**config.mk**
```make
export PLATFORM = sky130hd
export DESIGN_NAME = operate_uart_tx
export DESIGN_NICKNAME = d
export VERILOG_FILES = /design/src/rtl/operate_uart_tx.sv
export SDC_FILE = /design/constraint.sdc
export NUM_CORES = 1
export LEC_CHECK = 0
export ABC_AREA = 1
export BUFFER_PORTS_ARGS = -buffer_cell sky130_fd_sc_hd__buf_2
export CORE_ASPECT_RATIO = 1.75
export CORE_MARGIN = 3
export CORE_UTILIZATION = 30
export DETAILED_ROUTE_END_ITERATION = 10
export GPL_TIMING_DRIVEN = 0
export PLACE_DENSITY_LB_ADDON = 0.3
export SKIP_LAST_GASP = 1
export SLEW_MARGIN = 5
export SYNTH_ARGS = -nofsm -noshare
export SYNTH_HDL_FRONTEND = slang
export SYNTH_SLANG_ARGS = --single-unit
export TNS_END_PERCENT = 20
```
**constraint.sdc**
```tcl
create_clock -name clk -period 2.7 [get_ports clk]
set_clock_uncertainty 0.15 [all_clocks]
set_input_delay 0.54 -clock clk [delete_from_list [all_inputs] [get_ports clk]]
set_output_delay 0.54 -clock clk [all_outputs]
set_load 0.005 [all_outputs]
```
**src/rtl/operate_uart_tx.sv**
```systemverilog
// Queues encoder operation bytes in a small FIFO and serializes each one as a
// UART 8N1 frame toward the host. Idle/no-op bytes are filtered out at capture.
module operate_uart_tx #(
  parameter int CLK_FREQ   = 100_000_000,
  parameter int BAUD       = 115_200,
  parameter int FIFO_DEPTH = 4
) (
  input  logic                          clk,
  input  logic                          rst_n,
  input  logic [7:0]                    data_in,
  output logic                          tx,
  output logic                          busy,
  output logic [$clog2(FIFO_DEPTH):0]   fifo_count,
  output logic                          drop
);

  localparam int BAUD_DIV = CLK_FREQ / BAUD;
  localparam int PTR_W    = $clog2(FIFO_DEPTH);
  localparam int CNT_W    = PTR_W + 1;
  localparam int BAUD_W   = $clog2(BAUD_DIV);

  typedef enum logic [1:0] {IDLE, START, DATA, STOP} state_t;

  state_t              state_q, state_d;
  logic [BAUD_W-1:0]   baud_q, baud_d;
  logic [2:0]          bit_q, bit_d;
  logic [7:0]          shift_q, shift_d;
  logic                tx_d, busy_d;

  logic [7:0]          prev_q;
  logic [7:0]          mem [FIFO_DEPTH];
  logic [PTR_W-1:0]    wr_ptr, rd_ptr;
  logic [CNT_W-1:0]    count_d;

  logic valid, push, pop, full, wr_en, drop_d, baud_end;

  // A held byte is pushed once: only the cycle where data_in changes counts.
  assign valid    = (data_in[1:0] == 2'b10) && (|data_in[6:2]);
  assign push     = valid && (data_in != prev_q);
  assign full     = (fifo_count == CNT_W'(FIFO_DEPTH));
  assign wr_en    = push && (!full || pop);
  assign drop_d   = push && full && !pop;
  assign baud_end = (baud_q == BAUD_W'(BAUD_DIV - 1));

  always_comb begin
    // NOTE: every combinational output gets a default first so no path infers a latch.
    state_d = state_q;
    baud_d  = baud_q;
    bit_d   = bit_q;
    shift_d = shift_q;
    pop     = 1'b0;
    unique case (state_q)
      IDLE: begin
        if (fifo_count != '0) begin
          pop     = 1'b1;
          shift_d = mem[rd_ptr];
          baud_d  = '0;
          bit_d   = '0;
          state_d = START;
        end
      end
      START: begin
        if (baud_end) begin
          baud_d  = '0;
          state_d = DATA;
        end else begin
          baud_d = baud_q + 1'b1;
        end
      end
      DATA: begin
        if (baud_end) begin
          baud_d  = '0;
          shift_d = {1'b0, shift_q[7:1]};
          bit_d   = bit_q + 1'b1;
          if (bit_q == 3'd7) state_d = STOP;
        end else begin
          baud_d = baud_q + 1'b1;
        end
      end
      STOP: begin
        if (baud_end) begin
          baud_d = '0;
          // Back-to-back frames: reload straight into START with no idle bit.
          if (fifo_count != '0) begin
            pop     = 1'b1;
            shift_d = mem[rd_ptr];
            bit_d   = '0;
            state_d = START;
          end else begin
            state_d = IDLE;
          end
        end else begin
          baud_d = baud_q + 1'b1;
        end
      end
      default: state_d = IDLE;
    endcase

    // tx/busy are derived from the next state so the registered line leads by no cycle.
    unique case (state_d)
      START:   tx_d = 1'b0;
      DATA:    tx_d = shift_d[0];
      default: tx_d = 1'b1;
    endcase
    busy_d = (state_d != IDLE);
  end

  always_comb begin
    count_d = fifo_count;
    unique case ({wr_en, pop})
      2'b10:   count_d = fifo_count + 1'b1;
      2'b01:   count_d = fifo_count - 1'b1;
      default: count_d = fifo_count;
    endcase
  end

  // NOTE: sequential state uses non-blocking assignments so all registers update together.
  always_ff @(posedge clk or negedge rst_n) begin
    if (!rst_n) begin
      state_q    <= IDLE;
      baud_q     <= '0;
      bit_q      <= '0;
      shift_q    <= '0;
      tx         <= 1'b1;
      busy       <= 1'b0;
      drop       <= 1'b0;
      prev_q     <= 8'h00;
      wr_ptr     <= '0;
      rd_ptr     <= '0;
      fifo_count <= '0;
    end else begin
      state_q    <= state_d;
      baud_q     <= baud_d;
      bit_q      <= bit_d;
      shift_q    <= shift_d;
      tx         <= tx_d;
      busy       <= busy_d;
      drop       <= drop_d;
      prev_q     <= data_in;
      fifo_count <= count_d;
      if (wr_en) wr_ptr <= wr_ptr + 1'b1;
      if (pop)   rd_ptr <= rd_ptr + 1'b1;
    end
  end

  // NOTE: FIFO storage is not reset; the count and pointers alone define which entries are live.
  always_ff @(posedge clk) begin
    if (wr_en) mem[wr_ptr] <= {1'b0, data_in[6:0]};
  end

endmodule

```
# ---- Word level (Yosys, flattened, before mapping)
# Memory sizes are Yosys's and may differ from the RTL's.
# Index checks and enable logic that the tools add are counted.
# Widths: inputs -> output; s select.
dict set report word_totals {
  regBits 41
  ramBits 28
  input_bits 10
  n_memories 1
}
# name depth word_bits rd rd_ports_with_merged_regs wr line
set mem_list {}
lappend mem_list {mem 4 7 1 0 1 31} ;# logic [7:0] mem [FIFO_DEPTH];
dict set report classes {
  n_addsub 6
  eq_ne 15
  muxes 25
  reduce_logical 16
}
# op count
set op_table {}
lappend op_table {{$mux 8} 3}
lappend op_table {{$pmux 8 s3} 1}
lappend op_table {{$mux 10} 2}
lappend op_table {{$pmux 10 s2} 1}
lappend op_table {{$add 10x1->10 const B} 1}
lappend op_table {{$eq 10x10->1 const B} 1}
lappend op_table {{$eq 2x2->1 const B} 5}
lappend op_table {{$mux 2} 5}
lappend op_table {{$mux 3} 3}
lappend op_table {{$pmux 3 s3} 1}
lappend op_table {{$ne 8x8->1} 1}
lappend op_table {{$pmux 2 s4} 1}
lappend op_table {{$add 3x1->3 const B} 2}
lappend op_table {{$eq 2x1->1 const B} 3}
lappend op_table {{$eq 3x3->1 const B} 2}
lappend op_table {{$ne 2x2->1 const B} 3}
lappend op_table {{$pmux 3 s2} 1}
lappend op_table {{$reduce_bool 3->1} 2}
lappend op_table {{$logic_and 1x1->1} 5}
lappend op_table {{$mux 1} 5}
lappend op_table {{$reduce_or 5->1} 1}
lappend op_table {{$add 2x1->2 const B} 2}
lappend op_table {{$pmux 1 s2} 2}
lappend op_table {{$reduce_bool 2->1} 2}
lappend op_table {{other kinds (6)} 7}

# ---- Depth between registers and ports, before layout
# Gate-level depths: netlist of run 1.
dict set report depth {
  word_depth 8
  depth_mapped 15
}

# ---- Worst setup path after synthesis of run 1
# OpenSTA, ideal clock, no wires.
dict set report synth_path {
  kind {reg2reg}
  startpoint {register baud_q[0]}
  endpoint {register fifo_count[2]}
  setup_time_ps 63
  t_arrival_ps 2008
  required_time_ps 2487
  setup_slack_ps 480
  path_stages_with_launch 15
  n_path_buf 0
  period_less_slack_ps 2220
  path_cell_list {dfrtp_1 > ha_1 > nand2_1 > nor2_4 > nand3_4 > nand2_4 > nand3_4 > clkinv_2 > nand2_4 > fa_1 > inv_1 > nand4_1 > nand3_1 > nand2_1 > inv_1}
}
dict set report synth_via {
  elab_chain_cells 7
  word_cells_on_any_way 9
  cone_classes {3 x eq/ne; 3 x mux; 3 x reduce/logical}
}
# item line
set synth_rtl {}
lappend synth_rtl {{from (decl)} 25} ;# logic [BAUD_W-1:0] baud_q, baud_d;
lappend synth_rtl {{from (signal assigned)} 133} ;# baud_q <= baud_d;
lappend synth_rtl {{$eq 10x10->1 *} 43} ;# assign baud_end = (baud_q == BAUD_W'(BAUD_DIV - 1));
lappend synth_rtl {{$mux 1 *} 81} ;# if (baud_end) begin
lappend synth_rtl {{$pmux 1 s2 *} 52} ;# unique case (state_q)
lappend synth_rtl {{$logic_or 1x1->1} 41} ;# assign wr_en = push && (!full || pop);
lappend synth_rtl {{$logic_and 1x1->1} 41}
lappend synth_rtl {{$eq 2x1->1 / $eq 2x2->1 (equally long branches)} 110} ;# unique case ({wr_en, pop})
lappend synth_rtl {{$pmux 3 s2 / $reduce_bool 2->1 (equally long branches)} n/a}
lappend synth_rtl {{to (signal assigned)} 140} ;# fifo_count <= count_d;
lappend synth_rtl {{to (decl)} 13} ;# output logic [$clog2(FIFO_DEPTH):0] fifo_count,
# Every way passes the cells marked *; elsewhere a longest branch is shown, timed or not.
# A chain may end at the register's enable or synchronous reset.

# ---- Worst setup path in the final report of run 1
dict set report layout_path {
  startpoint {register baud_q[0]}
  endpoint {memory mem[2][4] (netlist name), enable pin}
}
dict set report layout_via {
  elab_chain_cells 7
}
# item line
set layout_rtl {}
lappend layout_rtl {{$eq 10x10->1} 43}
lappend layout_rtl {{$mux 1} 81}
lappend layout_rtl {{$pmux 1 s2} 52}
lappend layout_rtl {{$logic_or 1x1->1} 41}
lappend layout_rtl {{$logic_and 1x1->1} 41}
lappend layout_rtl {{$mux 1} 148} ;# if (wr_en) mem[wr_ptr] <= {1'b0, data_in[6:0]};
lappend layout_rtl {{$mux 1 (implied by the code)} 148}
lappend layout_rtl {{to (decl)} 31}
# No other way between the ends.

==> qor.csv, run 1 <==
stage,metric,value,unit
status,outcome,completed,
clock_tree,path_clk_slew,0.06,ns
worst_setup_path,crit_chain,"ha_1, nand2_1, nor2_4, nand3_4, nand2_4, nand3_4, nand3_2, nand2_2, nor2_1",
timing,setup_slack,0.0108,ns
routing,wl_met2,4.29,mm
timing,worstMarginPinSlew,1.01,ns
timing,whs,0.202,ns
worst_setup_path,crit_family,simple AND/OR/NAND/NOR gates,
layout,layout_commonest_cell,nand2_1,
clock_tree,cts_inserted_buffers,9,
timing,setup_violations,0,
clock_tree,cts_tree,done,
clock_tree,holdBufCountCts,0,
layout,final_cells,563,
timing,drv_slew,0,
timing,finalHoldViolations,0,
timing,finalCritPeriodShare,0.996,
timing,max-slew-margin-rel,0.326,
clock_tree,cts-root-buf,clkbuf_16,
worst_setup_path,crit_type,flip-flop to flip-flop,
yosys,synth_edf_count,28,
yosys,seq_area_frac_synth,0.534,
yosys,synth_nets,422,
layout,syn2layout_area_growth,16.7,%
yosys,syn_area,3500,um^2
routing,firstDrtPassIters,4,
yosys,synth_cell_types,33,
placed_design,post-place-ws,-0.0154,ns
worst_setup_path,startpoint_type,flip-flop,
worst_setup_path,arrival,2.50,ns
timing,period_minus_slack,2.69,ns
yosys,avgSynthCellArea,8.74,um^2
clock_tree,cts_buffer_depth,2,
clock_tree,clock-sinks,69,
layout,final_cell_mix,"nand2_1 (118), inv_1 (59), dfrtp_1 (40)",
pwr,ir_drop,0.000495,V
global_routing,grt.overflow.total,0,
clock_tree,insertion_delay,0.33,ns
yosys,synthFlopType,dfrtp_1,
layout,register_area,1870,um^2
pwr,powerDensity,726,nW/um^2
floorplan,die-area,13000,um^2
routing,vias,2592,
layout,drive_gt1_frac,0.132,
routing,wl_met3,175,um
layout,antenna_cells,0,
timing,rsz0062_at_grt,true,
global_routing,grt_max_degree,42,
placed_design,port_buffers,15,
routing,highest_layer,met4,
timing,clock.fmax,372,MHz
clock_tree,htree_levels,3,
worst_setup_path,crit_slowest_cell,nor2_1,
routing,drtIter0Drc,122,
placed_design,gp_congestion,0.791,
clock_tree,postCtsSetupRepairBufs,0,
floorplan,initial_core_util,0.311,
floorplan,core,11200,um^2
routing,vias_per_cell,4.60,
layout,multi_input_area,1380,um^2
yosys,synthCells,400,
yosys,yosys_register_bits,69,
worst_setup_path,cp_max_fo,8,
layout,nFillCells,1142,
pwr,leakagePower,0.00190,uW
worst_setup_path,crit_path_frequent_cell,nand3_4,
global_routing,grt_pass1_vias,2687,
placed_design,dpl.hpwl,5.45,mm
floorplan,row_count,51,
floorplan,ioPinCount,16,
global_routing,grtUsageTotal,0.124,
floorplan,die_w,87.6,um
run,drv_cap,0,
routing,wl_met1,2.53,mm
worst_setup_path,required,2.51,ns
worst_setup_path,worst-path-buf-inv,0,
worst_setup_path,max_stage_delay,0.55,ns
routing,wl,7.24,mm
worst_setup_path,worst_setup_path_end_kind,flip-flop,
global_routing,grt_pass1_wl,12.4,mm
placed_design,numPlacedInstances,547,
routing,ant_nets,0,
global_routing,antenna_found_initial,0,
floorplan,die_h,149,um
yosys,synthArstFlopShare,0.594,
routing,drcViolationCount,0,
yosys,synth_warnings,0,
min_path,hp-class,primary input to flip-flop,
layout,nets,448,
routing,wl_per_cell,12.9,um
final timing paths:
check / start / end / slack, ns / cells after the start
max reg2reg: baud_q[0]$_DFFE_PN0P_ / mem[2][4]$_DFFE_PP_ / 0.01 / 9
max in group asynchronous: rst_n / rd_ptr[0]$_DFFE_PN0P_ / 1.54 / 1
min reg2reg: shift_q[0]$_DFF_PN0_ / shift_q[0]$_DFF_PN0_ / 0.33 / 2
max: baud_q[0]$_DFFE_PN0P_ / mem[2][4]$_DFFE_PP_ / 0.01 / 9
min in group asynchronous: rst_n / shift_q[3]$_DFFE_PN0P_ / 0.23 / 1
min: data_in[7] / prev_q[7]$_DFF_PN0_ / 0.20 / 1
synthesized netlist by cell type, types with 2 or more instances:
cell	number	area share
a21oi_1	8	0.011
a22oi_1	2	0.0043
buf_2	4	0.0057
dfrtp_1	40	0.29
edfxtp_1	28	0.24
ha_1	11	0.039
inv_1	59	0.063
inv_2	2	0.0021
nand2_1	118	0.13
nand2_2	5	0.0089
nand2_4	2	0.0064
nand3_1	22	0.031
nand3_4	2	0.010
nand4_1	4	0.0072
nor2_1	34	0.036
nor2_2	3	0.0054
nor2_4	2	0.0064
nor3_1	2	0.0029
o21ai_0	24	0.034
o21ai_1	5	0.0072
o22ai_1	6	0.011
xor2_1	6	0.015
per-stage QoR:
stage	area, um^2	power [uW]	TNS [ns]	util
finish	4080	2960	0	0.363
global route	4080	3110	-4.07	0.363
CTS	4080	2990	-0.263	0.363
detailed placement	3740	1650	-0.103	0.333
global placement	3740	1630	-0.0738	0.333
floorplan	3500	1510	0	-
metal layers:
layer  up-vias  track usage
met3        21       0.0232
met4         0       0.0645
li1       1329            -
met2        41        0.242
met5         -            0
met1      1201        0.117
state kept, by name, summed over array words and instances (netlist names):
| signal | flops |
|---|---|
| bit_q | 3 |
| shift_q | 8 |
| baud_q | 10 |
| mem | 28 |
| drop | 1 |
| rd_ptr | 2 |
| wr_ptr | 2 |
| prev_q | 8 |
| fifo_count | 3 |
| state_q | 2 |
| busy | 1 |
| tx | 1 |
timing repair:
item,4_1_cts,5_1_grt
gates resized for setup,1,0
setup endpoints to repair,21,22
cloned,0,0
logic make-up (layout without fill, tap and decap cells):
| family | after synthesis | count (layout) | synth area share |
|---|---|---|---|
| simple gates | 196 | 196 | 0.248 |
| flops | 69 | 69 | 0.534 |
| buf+inv | 66 | 97 | 0.0726 |
| compound gates | 49 | 49 | 0.0776 |
| fa+ha+maj | 12 | 12 | 0.0451 |
| xor+xnor | 8 | 8 | 0.0222 |
layout make-up:
| type | instances | share of cell area |
|---|---|---|
| Buffer | 4 | 0.00491 |
| Clock buffer | 10 | 0.0561 |
| Clock inverter | 6 | 0.0273 |
| Inverter | 62 | 0.0573 |
| Multi-Input combinational cell | 265 | 0.338 |
| Sequential cell | 69 | 0.458 |
| Tap cell | 132 | 0.0405 |
| Timing Repair Buffer | 15 | 0.0184 |
power breakdown:
group          switching, uW  leakage [uW]  total [uW]  internal, uW
clock                    446      0.000163        1350           902
combinational            251      0.000981         377           126
sequential              53.5      0.000754        1240          1180
(Power assumes the default switching activity.)
==> run 2: changes to the inputs <==
--- a/config.mk
+++ b/config.mk
@@ -8,7 +8,6 @@
 export ABC_AREA = 1
 export BUFFER_PORTS_ARGS = -buffer_cell sky130_fd_sc_hd__buf_2
 export CORE_ASPECT_RATIO = 1.75
-export CORE_MARGIN = 3
 export CORE_UTILIZATION = 30
 export DETAILED_ROUTE_END_ITERATION = 10
 export GPL_TIMING_DRIVEN = 0
@@ -18,4 +17,3 @@
 export SYNTH_ARGS = -nofsm -noshare
 export SYNTH_HDL_FRONTEND = slang
 export SYNTH_SLANG_ARGS = --single-unit
-export TNS_END_PERCENT = 20
==> qor.csv, run 2 (synthesized netlist as in run 1, its figures left out) <==
stage,metric,value,unit
layout,syn2layout_area_growth,17.0,%
routing,ant_nets,0,
clock_tree,cts-resized-gates,2,
worst_setup_path,crit_chain,"ha_1, nand2_1, nor2_4, nand3_4, nand2_4, nand3_4, nand3_2, nand2_2, nor2_1",
worst_setup_path,startpoint_type,flip-flop,
global_routing,grt_max_degree,42,
pwr,finalPower,2950,uW
placed_design,place_area,3740,um^2
pwr,ir_drop,0.000452,V
layout,nFillCells,1140,
layout,reg_top3,"mem (28), baud_q (10)",
routing,firstDrtPassIters,4,
global_routing,grt_pass1_wl,12.1,mm
placed_design,port_buffers,15,
worst_setup_path,worst_setup_path_end_kind,flip-flop,
layout,layout_commonest_cell,nand2_1,
run,drv_cap,0,
worst_setup_path,cp_max_fo,8,
floorplan,core,11200,um^2
clock_tree,clock-sinks,69,
worst_setup_path,crit_path_frequent_cell,nand3_4,
pwr,powerDensity,721,nW/um^2
timing,finalHoldViolations,0,
worst_setup_path,r2r-end,mem[2][5]$_DFFE_PP_,
layout,antenna_cells,0,
timing,max-slew-margin-rel,0.341,
clock_tree,cts_tree,done,
routing,vias_per_cell,4.61,
timing,clock.fmax,376,MHz
floorplan,ioPinCount,16,
layout,register_area,1870,um^2
worst_setup_path,cp.depth,9,
placed_design,dpl.hpwl,5.49,mm
routing,drtIter0Drc,112,
timing,rsz0062_at_grt,true,
pwr,seqPwrFrac,0.420,
routing,vias,2593,
layout,finish.instance_area,4090,um^2
routing,wl_per_cell,12.9,um
timing,drv_slew,0,
floorplan,die-area,12100,um^2
worst_setup_path,cp-startpoint,baud_q[0]$_DFFE_PN0P_,
worst_setup_path,crit_slowest_cell,nor2_1,
layout,nets,448,
worst_setup_path,r2r-start,baud_q[0]$_DFFE_PN0P_,
timing,setup_violations,0,
clock_tree,cts_buffer_depth,2,
clock_tree,htree_levels,3,
worst_setup_path,arrival,2.47,ns
pwr,leakagePower,0.00190,uW
layout,multi_input_area,1380,um^2
routing,drcViolationCount,0,
clock_tree,postCtsSetupRepairBufs,0,
min_path,hp-class,primary input to flip-flop,
worst_setup_path,required,2.51,ns
pwr,swShare,0.255,
layout,final_cell_mix,"nand2_1 (118), inv_1 (59), dfrtp_1 (39)",
floorplan,initial_core_util,0.311,
layout,top_register,mem,
global_routing,grt.overflow.total,0,
floorplan,die_w,83.6,um
worst_setup_path,r2r_setup_slack,0.04,ns
placed_design,post-place-ws,-0.0471,ns
pwr,pwr-share-clk,0.451,
clock_tree,cts-root-buf,clkbuf_16,
worst_setup_path,max_stage_delay,0.56,ns
timing,finalCritPeriodShare,0.985,
timing,worstMarginPinSlew,0.988,ns
floorplan,row_count,51,
timing,setup_slack,0.0399,ns
pwr,p_sw,754,uW
clock_tree,path_clk_slew,0.06,ns
layout,largest_register_ffs,28,
global_routing,antenna_found_initial,0,
pwr,combPwrFrac,0.129,
clock_tree,holdBufCountCts,0,
worst_setup_path,crit_family,simple AND/OR/NAND/NOR gates,
worst_setup_path,crit_end,mem[2][5]$_DFFE_PP_,
layout,utilization,0.364,
routing,wl,7.29,mm
pwr,p_int,2200,uW
worst_setup_path,crit_type,flip-flop to flip-flop,
clock_tree,cts_inserted_buffers,9,
placed_design,gp_congestion,0.762,
global_routing,grtUsageTotal,0.131,
clock_tree,insertion_delay,0.33,ns
worst_setup_path,worst-path-buf-inv,0,
status,outcome,completed,
worst_setup_path,r2r_cells,9,
layout,drive_gt1_frac,0.137,
timing,period_minus_slack,2.66,ns
global_routing,grt_pass1_vias,2631,
floorplan,die_h,145,um
run 2: power groups by stage:
stage / Combinational, uW / Sequential [uW] / Clock, uW
floorplan: 258 / 1250 / 0
global placement: 376 / 1260 / 0
detailed placement: 386 / 1260 / 0
CTS: 393 / 1240 / 1360
global route: 441 / 1250 / 1390
finish: 381 / 1240 / 1330
run 2: worst reg2reg max path, delay by kind of cell (launching register included):
family,cells,cell delay (ns)
simple gates,8,1.45
fa+ha+maj,1,0.25
flops,1,0.43
run 2: worst min path at each step:
stage	start	endpoint	cells after the start
global placement	bit_q[2]$_DFFE_PN0P_	bit_q[2]$_DFFE_PN0P_	2
global route	data_in[7]	prev_q[7]$_DFF_PN0_	1
floorplan	rst_n	baud_q[0]$_DFFE_PN0P_	0
finish	data_in[7]	prev_q[7]$_DFF_PN0_	1
detailed placement	bit_q[2]$_DFFE_PN0P_	bit_q[2]$_DFFE_PN0P_	2
CTS	data_in[7]	prev_q[7]$_DFF_PN0_	1
run 2: area by class of cell:
type	count	area share
Multi-Input combinational cell	265	0.337
Inverter	62	0.0572
Tap cell	132	0.0404
Buffer	4	0.00489
Sequential cell	69	0.457
Clock buffer	13	0.0743
Timing Repair Buffer	15	0.0183
Clock inverter	3	0.0110
run 2: metal layers:
| metal | track usage | wire [um] | vias to the layer above |
|---|---|---|---|
| met5 | 0 | 0 | - |
| met4 | 0.0749 | 193 | 0 |
| met3 | 0.0176 | 126 | 15 |
| met2 | 0.278 | 4400 | 24 |
| met1 | 0.112 | 2570 | 1221 |
| li1 | - | - | 1333 |
run 2: metrics by stage:
| stage | hold WS, ns | setup TNS, ns | std cells |
|---|---|---|---|
| 2_1_floorplan | 0.0944 | 0 | 400 |
| 3_3_place_gp | 0.310 | -0.0144 | 547 |
| 3_5_place_dp | 0.319 | -0.590 | 547 |
| 4_1_cts | 0.201 | -0.540 | 563 |
| 5_1_grt | 0.208 | -1.49 | 563 |
| 6_report | 0.204 | 0 | 563 |
==> run 3: changes to the inputs <==
--- a/config.mk
+++ b/config.mk
@@ -10,8 +10,10 @@
 export CORE_ASPECT_RATIO = 1.75
 export CORE_UTILIZATION = 30
 export DETAILED_ROUTE_END_ITERATION = 10
+export GPL_ROUTABILITY_DRIVEN = 1
 export GPL_TIMING_DRIVEN = 0
 export PLACE_DENSITY_LB_ADDON = 0.3
+export RECOVER_POWER = 50
 export SKIP_LAST_GASP = 1
 export SLEW_MARGIN = 5
 export SYNTH_ARGS = -nofsm -noshare
==> qor.csv, run 3 (synthesized netlist as in run 1, its figures left out) <==
stage,metric,value,unit
status,outcome,completed,
layout,final_cell_mix,"nand2_1 (118), inv_1 (59), dfrtp_1 (39)",
worst_setup_path,crit_chain,"ha_1, nand2_1, nor2_4, nand3_4, nand2_4, nand3_4, nand3_2, nand2_2, nor2_1",
clock_tree,cts_tree,done,
pwr,powerDensity,722,nW/um^2
worst_setup_path,worst-path-buf-inv,0,
clock_tree,insertion_delay,0.33,ns
routing,vias_per_cell,4.60,
floorplan,core,11200,um^2
floorplan,die_w,83.6,um
placed_design,post-place-ws,-0.0471,ns
worst_setup_path,cp-startpoint,baud_q[0]$_DFFE_PN0P_,
floorplan,initial_core_util,0.311,
layout,drive_gt1_frac,0.121,
layout,reg_top3,"mem (28), baud_q (10)",
clock_tree,path_clk_slew,0.06,ns
routing,wl_per_cell,13.0,um
timing,whs,0.221,ns
global_routing,antenna_found_initial,0,
timing,finalCritPeriodShare,0.981,
global_routing,grt.overflow.total,0,
global_routing,grt_pass1_vias,2631,
floorplan,die-area,12100,um^2
routing,firstDrtPassIters,4,
worst_setup_path,cp.depth,9,
routing,wl,7.32,mm
pwr,p_int,2200,uW
timing,setup_violations,0,
clock_tree,htree_levels,3,
worst_setup_path,crit_slowest_cell,nor2_1,
floorplan,row_count,51,
clock_tree,cts_buffer_depth,2,
layout,top_register,mem,
global_routing,grt_pass1_wl,12.1,mm
timing,drv_slew,0,
layout,syn2layout_area_growth,16.8,%
routing,ant_nets,0,
placed_design,dpl.hpwl,5.49,mm
placed_design,place_area,3740,um^2
placed_design,port_buffers,15,
timing,finalHoldViolations,0,
worst_setup_path,crit_path_frequent_cell,nand3_4,
placed_design,gp_congestion,0.762,
pwr,ir_drop,0.000452,V
run,drv_cap,0,
min_path,hp-class,primary input to flip-flop,
pwr,p_sw,753,uW
worst_setup_path,r2r_setup_slack,0.05,ns
worst_setup_path,max_stage_delay,0.55,ns
timing,period_minus_slack,2.65,ns
pwr,finalPower,2950,uW
floorplan,die_h,145,um
worst_setup_path,arrival,2.46,ns
layout,antenna_cells,0,
worst_setup_path,cp_max_fo,8,
worst_setup_path,worst_setup_path_end_kind,flip-flop,
routing,vias,2590,
global_routing,grtUsageTotal,0.131,
timing,rsz0062_at_grt,true,
clock_tree,clock-sinks,69,
clock_tree,cts-root-buf,clkbuf_16,
timing,worstMarginPinSlew,1.09,ns
worst_setup_path,r2r-start,baud_q[0]$_DFFE_PN0P_,
layout,finish.instance_area,4080,um^2
floorplan,ioPinCount,16,
worst_setup_path,crit_type,flip-flop to flip-flop,
timing,clock.fmax,378,MHz
pwr,leakagePower,0.00189,uW
layout,layout_commonest_cell,nand2_1,
worst_setup_path,startpoint_type,flip-flop,
clock_tree,cts_inserted_buffers,9,
timing,setup_slack,0.0525,ns
pwr,pwr-share-clk,0.451,
pwr,combPwrFrac,0.129,
pwr,seqPwrFrac,0.421,
routing,drtIter0Drc,114,
global_routing,grt_max_degree,42,
layout,largest_register_ffs,28,
timing,max-slew-margin-rel,0.270,
layout,utilization,0.364,
worst_setup_path,crit_family,simple AND/OR/NAND/NOR gates,
clock_tree,postCtsSetupRepairBufs,0,
worst_setup_path,crit_end,mem[2][5]$_DFFE_PP_,
routing,drcViolationCount,0,
clock_tree,holdBufCountCts,0,
worst_setup_path,r2r-end,mem[2][5]$_DFFE_PP_,
worst_setup_path,r2r_cells,9,
pwr,swShare,0.255,
layout,nets,448,
worst_setup_path,required,2.51,ns
## run 3: changes by cell type in the layout (fill, tap and decap cells not counted), sizes merged
cell	delta
buf	-8
clkbuf	+8
## run 3: how the worst min path moves through the flow
stage / startpoint / to / cells past startpoint
floorplan: rst_n / baud_q[0]$_DFFE_PN0P_ / 0
global placement: bit_q[2]$_DFFE_PN0P_ / bit_q[2]$_DFFE_PN0P_ / 2
detailed placement: bit_q[2]$_DFFE_PN0P_ / bit_q[2]$_DFFE_PN0P_ / 2
CTS: data_in[7] / prev_q[7]$_DFF_PN0_ / 1
global route: data_in[7] / prev_q[7]$_DFF_PN0_ / 1
finish: data_in[7] / prev_q[7]$_DFF_PN0_ / 1
## run 3: repair_timing
action | CTS | global route
hold endpoints to repair | 0 | 0
setup endpoints to repair | 28 | 15
resized for setup | 2 | 1
pin swaps | 0 | 0
## run 3: power groups by stage
stage / sequential (uW) / combinational (uW) / clock (uW)
global route: 1250 / 440 / 1390
floorplan: 1250 / 258 / 0
global placement: 1260 / 376 / 0
finish: 1240 / 380 / 1330
CTS: 1240 / 393 / 1360
detailed placement: 1260 / 386 / 0
## run 3: layout make-up
type | count | area [um^2]
clock buffer | 13 | 304
timing repair buffer | 15 | 66.3
clock inverter | 3 | 45.0
multi-input combinational | 265 | 1380
fill | 1146 | 7150
tap | 132 | 165
sequential | 69 | 1870
buffer | 4 | 20.0
inverter | 62 | 234
## run 3: routing by layer
| metal | wire [um] | track usage | vias up |
|---|---|---|---|
| met5 | 0 | 0 | - |
| met4 | 192 | 0.0749 | 0 |
| met3 | 122 | 0.0176 | 15 |
| met2 | 4390 | 0.278 | 22 |
| met1 | 2610 | 0.112 | 1217 |
| li1 | - | - | 1336 |
## run 3: metrics by stage
stage	TNS, ns	cells
floorplan	0	400
global placement	-0.0144	547
detailed placement	-0.590	547
CTS	-0.540	563
global route	-1.49	563
finish	0	563
